`src/rtl/sar_avg_fifo.sv`:
```
// sar_avg_fifo: averages 2^AVG_LOG2 SAR codes with round-half-up and buffers results for valid/ready readout
module sar_avg_fifo #(
  parameter int AVG_LOG2   = 2,
  parameter int FIFO_DEPTH = 4
) (
  input  logic        clk,
  input  logic        rst_n,
  input  logic [5:0]  code_in,
  input  logic        code_strobe,
  input  logic        enable,
  output logic [5:0]  avg_code,
  output logic        avg_valid,
  input  logic        avg_ready,
  output logic        overflow,
  input  logic        clr_ovf,
  output logic [15:0] conv_count,
  output logic [4:0]  fifo_level
);
  localparam int CW   = AVG_LOG2 == 0 ? 1 : AVG_LOG2;
  localparam int SW   = 7 + AVG_LOG2;
  localparam int PW   = $clog2(FIFO_DEPTH);
  localparam int HALF = (1 << AVG_LOG2) >> 1;
  typedef enum logic {ACCUM, PUSH} state_t;
  state_t        state;
  logic          strobe_q;
  logic [SW-1:0] sum;
  logic [SW-1:0] tot;
  logic [CW-1:0] cnt;
  logic [5:0]    result;
  logic [5:0]    mem [FIFO_DEPTH];
  logic [PW:0]   wp;
  logic [PW:0]   rp;
  logic [PW:0]   lvl;
  logic          detect;
  logic          last;
  logic          push;
  logic          pop;
  logic          full;
  logic          empty;
  logic          wr;
  assign detect     = code_strobe && !strobe_q && enable;
  assign last       = (AVG_LOG2 == 0) || (&cnt);
  assign tot        = sum + SW'(code_in) + SW'(HALF);
  assign push       = state == PUSH;
  assign lvl        = wp - rp;
  assign empty      = lvl == '0;
  assign full       = lvl == (PW+1)'(FIFO_DEPTH);
  assign pop        = avg_valid && avg_ready;
  assign wr         = push && (!full || pop);
  assign avg_valid  = !empty;
  // gate with empty so the output reads 0 after reset without clearing storage
  assign avg_code   = empty ? '0 : mem[rp[PW-1:0]];
  assign fifo_level = 5'(lvl);
  always_ff @(posedge clk or negedge rst_n)
    if (!rst_n) begin
      state      <= ACCUM;
      strobe_q   <= 1'b0;
      sum        <= '0;
      cnt        <= '0;
      result     <= '0;
      conv_count <= '0;
      wp         <= '0;
      rp         <= '0;
      overflow   <= 1'b0;
    end else begin
      strobe_q <= code_strobe;
      if (push)
        state <= ACCUM;
      if (detect) begin
        conv_count <= conv_count + 16'd1;
        if (last) begin
          result <= 6'(tot >> AVG_LOG2);
          sum    <= '0;
          cnt    <= '0;
          state  <= PUSH;
        end else begin
          sum <= sum + SW'(code_in);
          cnt <= cnt + 1'b1;
        end
      end else if (!enable) begin
        sum <= '0;
        cnt <= '0;
      end
      if (wr)
        wp <= wp + 1'b1;
      if (pop)
        rp <= rp + 1'b1;
      overflow <= !clr_ovf && (overflow || (push && !wr));
    end
  always_ff @(posedge clk)
    if (wr)
      mem[wp[PW-1:0]] <= result;
endmodule

```
`config.mk`:
```
export PLATFORM = sky130hd
export DESIGN_NAME = sar_avg_fifo
export DESIGN_NICKNAME = d
export VERILOG_FILES = /design/src/rtl/sar_avg_fifo.sv
export SDC_FILE = /design/constraint.sdc
export NUM_CORES = 1
export LEC_CHECK = 0
export ABC_AREA = 1
export BUFFER_PORTS_ARGS = -buffer_cell sky130_fd_sc_hd__buf_2
export CAP_MARGIN = 15
export CORE_MARGIN = 4
export CORE_UTILIZATION = 62
export CTS_CLUSTER_SIZE = 12
export DETAILED_ROUTE_END_ITERATION = 10
export GPL_ROUTABILITY_DRIVEN = 0
export GPL_TIMING_DRIVEN = 0
export PLACE_DENSITY = 0.84
export REMOVE_ABC_BUFFERS = 1
export SYNTH_ARGS = -nofsm -noshare
export SYNTH_HDL_FRONTEND = slang
export SYNTH_SLANG_ARGS = --single-unit
```
`constraint.sdc`:
```
create_clock -name clk -period 6.7 [get_ports clk]
set_input_delay 1.34 -clock clk [delete_from_list [all_inputs] [get_ports clk]]
set_output_delay 1.34 -clock clk [all_outputs]
set_load 0.005 [all_outputs]
```
==> results_dict.tcl <==
set metrics [dict create \
    grt-ovfl-total 0 \
    vias 2449 \
    seq_area_frac_synth_pct 52.01 \
    relSlewSlack_pct 39.36 \
    switching_share_pct 34.02 \
    r2r-start "rp[0]$_DFFE_PN0P_" \
    netlist.area_leader.share_pct 30.55 \
    tightest_slew_ns 0.9096 \
    wire_per_inst_microns 13.29 \
    synth_area_sq_um 3358 \
    cts_max_level 3 \
    cp.buffers_inverters 2 \
    startpoint "rp[0]$_DFFE_PN0P_" \
    hold_violations 0 \
    grt_pass1_wl_microns 10380 \
    finalSetupViolations 0 \
    synth_edf_count 24 \
    worstPathArrival_ns 2.69 \
    post-cts-setup-buffers 0 \
    synth.most_common_cell "nand2_1" \
    rr_worst_depth 7 \
    numCtsBuffers 9 \
    synth_cell_types 38 \
    grt_pass1_vias 2366 \
    clk_pin_slew_ns 0.07 \
    nFillCells 368 \
    diodes 0 \
    grtUsageTotal_pct 20.87 \
    startpoint_type "flop" \
    slew_viol_final 0 \
    cts_buffer_depth 2 \
    fin_nets 417 \
    drt_wl_total_microns 6142 \
    crit_type "reg2out" \
    synth_top_flop_cell "dfrtp_1" \
    cap_violations 0 \
    synth_cells 346 \
    crit_family "adder cells" \
    peakVddDrop_mv 0.2054 \
    end_kind "output port" \
    fmax_ghz 0.2480 \
    syn_area_per_cell_sq_um 9.706 \
    multiInputGateArea_sq_um 1396 \
    start_util_pct 64.93 \
    internal-power_mw 0.8296 \
    synth_common_cells "nand2_1, inv_1, dfrtp_1" \
    postSynth.asyncResetShare_pct 63.08 \
    cp-endpoint "avg_code[1]" \
    dr.pass1.iters 4 \
    numPortBuffers 38 \
    layout.area.seq_sq_um 1747 \
    cpPeakStageDelay_ns 0.55 \
    clkSinkCount 65 \
    cp_slowest_cell "dfrtp_1" \
    fin_setup_tns_ns 0 \
    finClkSkew_ns 0.004642 \
    cp_data_required_time_ns 5.36 \
    yosysWarningCount 0 \
    hold_path.class "reg2reg" \
    rrSetupSlack_ns 4.06 \
    cts_resized 0 \
    die_area_sq_um 6658 \
    ant_nets 0 \
    rows 26 \
    p_leak_nw 1.891 \
    period_minus_slack_ns 4.032 \
    worstPathMaxFanout 15 \
    p_sw_mw 0.4278 \
    dp_hpwl_microns 4357 \
    viasPerCell 5.301 \
    cts_tree "done" \
    clk_latency_ns 0.33 \
    synth_largest_area_cell "dfrtp_1" \
    timing.rr.end "mem[3][3]$_DFFE_PP_" \
    dp_cells 447 \
    core_sq_um 5172 \
    final_cells 462 \
    drt_iter0_drc 142 \
    clkPwrFrac_pct 27.6 \
    power_density_nw_per_um2 331.8 \
    die_w_microns 81.60 \
    synthTopCellsByArea "dfrtp_1, edfxtp_1, nand2_1, ha_1, inv_1" \
    comb_power_share_pct 30.5 \
    ys_ff_latch 65 \
    seqPwrFrac_pct 41.9 \
    cp_num_cells 8 \
    hold_buffers 0 \
    outcome "finished, final reports clean" \
    dieHeight_microns 81.60 \
    fin_crit_sh_pct 60.18 \
    drive_gt1_share_pct 18.11 \
    cts_root_buffer "clkbuf_8" \
    io_pins 41 \
    post-route-drc-count 0 \
    rsz0062_at_grt "false" \
    antenna_found_initial 0 \
    path_cells "ha_1 > fa_1 > xnor2_1 > xor2_1 > or2_1 > nand2_1 > inv_1 > buf_2" \
    syn_to_final_growth_pct 12.85 \
    grt_max_degree 42 \
]
[per-stage QoR]
stage               setup WS (ns)  power, mW  hold slack (ns)  utilization (%)  area [sq um]
floorplan                   3.328     0.7731           0.4461                -          3304
global route                2.432      1.348           0.5071            73.27          3790
CTS                         2.620      1.271           0.4852            73.27          3790
global placement            3.061     0.8970           0.4534            69.26          3582
detailed placement          2.997     0.9170           0.4596            69.26          3582
finish                      2.668      1.257           0.4777            73.27          3790
[how the worst min path moves through the flow]
stage | to | slack, ns | cells after the start | startpoint
floorplan | cnt[0]$_DFFE_PN0P_ | 0.45 | 1 | cnt[0]$_DFFE_PN0P_
global placement | conv_count[15]$_DFFE_PN0P_ | 0.45 | 1 | conv_count[15]$_DFFE_PN0P_
detailed placement | conv_count[15]$_DFFE_PN0P_ | 0.46 | 1 | conv_count[15]$_DFFE_PN0P_
CTS | cnt[0]$_DFFE_PN0P_ | 0.49 | 1 | cnt[0]$_DFFE_PN0P_
global route | conv_count[15]$_DFFE_PN0P_ | 0.51 | 1 | conv_count[15]$_DFFE_PN0P_
finish | conv_count[15]$_DFFE_PN0P_ | 0.48 | 1 | conv_count[15]$_DFFE_PN0P_
[sequential cells by signal (all words and copies together) (netlist names)]
name / flops
wp: 3
overflow: 1
result: 6
conv_count: 16
push: 1
rp: 3
strobe_q: 1
sum: 8
cnt: 2
mem: 24
[logic make-up (layout without fill, tap and decap cells)]
logic type	count (synthesis)	after routing	synth area share (%)
other cells	1	2	0.1117
xor+xnor	21	21	5.701
compound gates	31	31	5.849
fa+ha+maj	17	17	6.781
buf+inv	51	96	6.520
simple gates	160	160	23.03
flops	65	65	52.01
[power groups by stage]
| stage | Sequential (mW) | Clock [mW] | Combinational [mW] |
|---|---|---|---|
| 2_1_floorplan | 0.518 | 0 | 0.256 |
| 3_3_place_gp | 0.531 | 0 | 0.366 |
| 3_5_place_dp | 0.534 | 0 | 0.383 |
| 4_1_cts | 0.527 | 0.356 | 0.388 |
| 5_1_grt | 0.537 | 0.375 | 0.436 |
| 6_report | 0.527 | 0.348 | 0.383 |
[cells in the final DEF (no fill, tap or decap), types with 3 or more instances in the layout]
master / netlist / routed
nand2_1: 72 / 72
inv_1: 42 / 42
dfrtp_1: 41 / 41
nor2_1: 38 / 38
buf_2: 1 / 38
nand3_1: 27 / 27
edfxtp_1: 24 / 24
ha_1: 15 / 15
xnor2_1: 11 / 11
o21ai_0: 11 / 11
xor2_1: 9 / 9
clkbuf_8: 0 / 9
a21oi_1: 7 / 7
o32ai_1: 6 / 6
nor2_4: 4 / 4
nand2_2: 3 / 3
nand4_1: 3 / 3
[metal layers]
metal | track usage [%] | wire length, microns | vias to the layer above
li1 | - | - | 1217
met1 | 25.09 | 2617 | 1138
met2 | 34.77 | 3044 | 79
met3 | 5.263 | 352 | 15
met4 | 10.80 | 128 | 0
met5 | 0 | 0 | -
[layout make-up]
type                    count  share of cell area [%]
inverters                  43                   4.259
well taps                  70                   2.311
clock inverters             6                   2.212
flip-flops and latches     65                   46.09
clock buffers               9                   3.268
repair buffers             38                   5.018
multi-input cells         231                   36.84
Power figures use the tool's default switching activity.
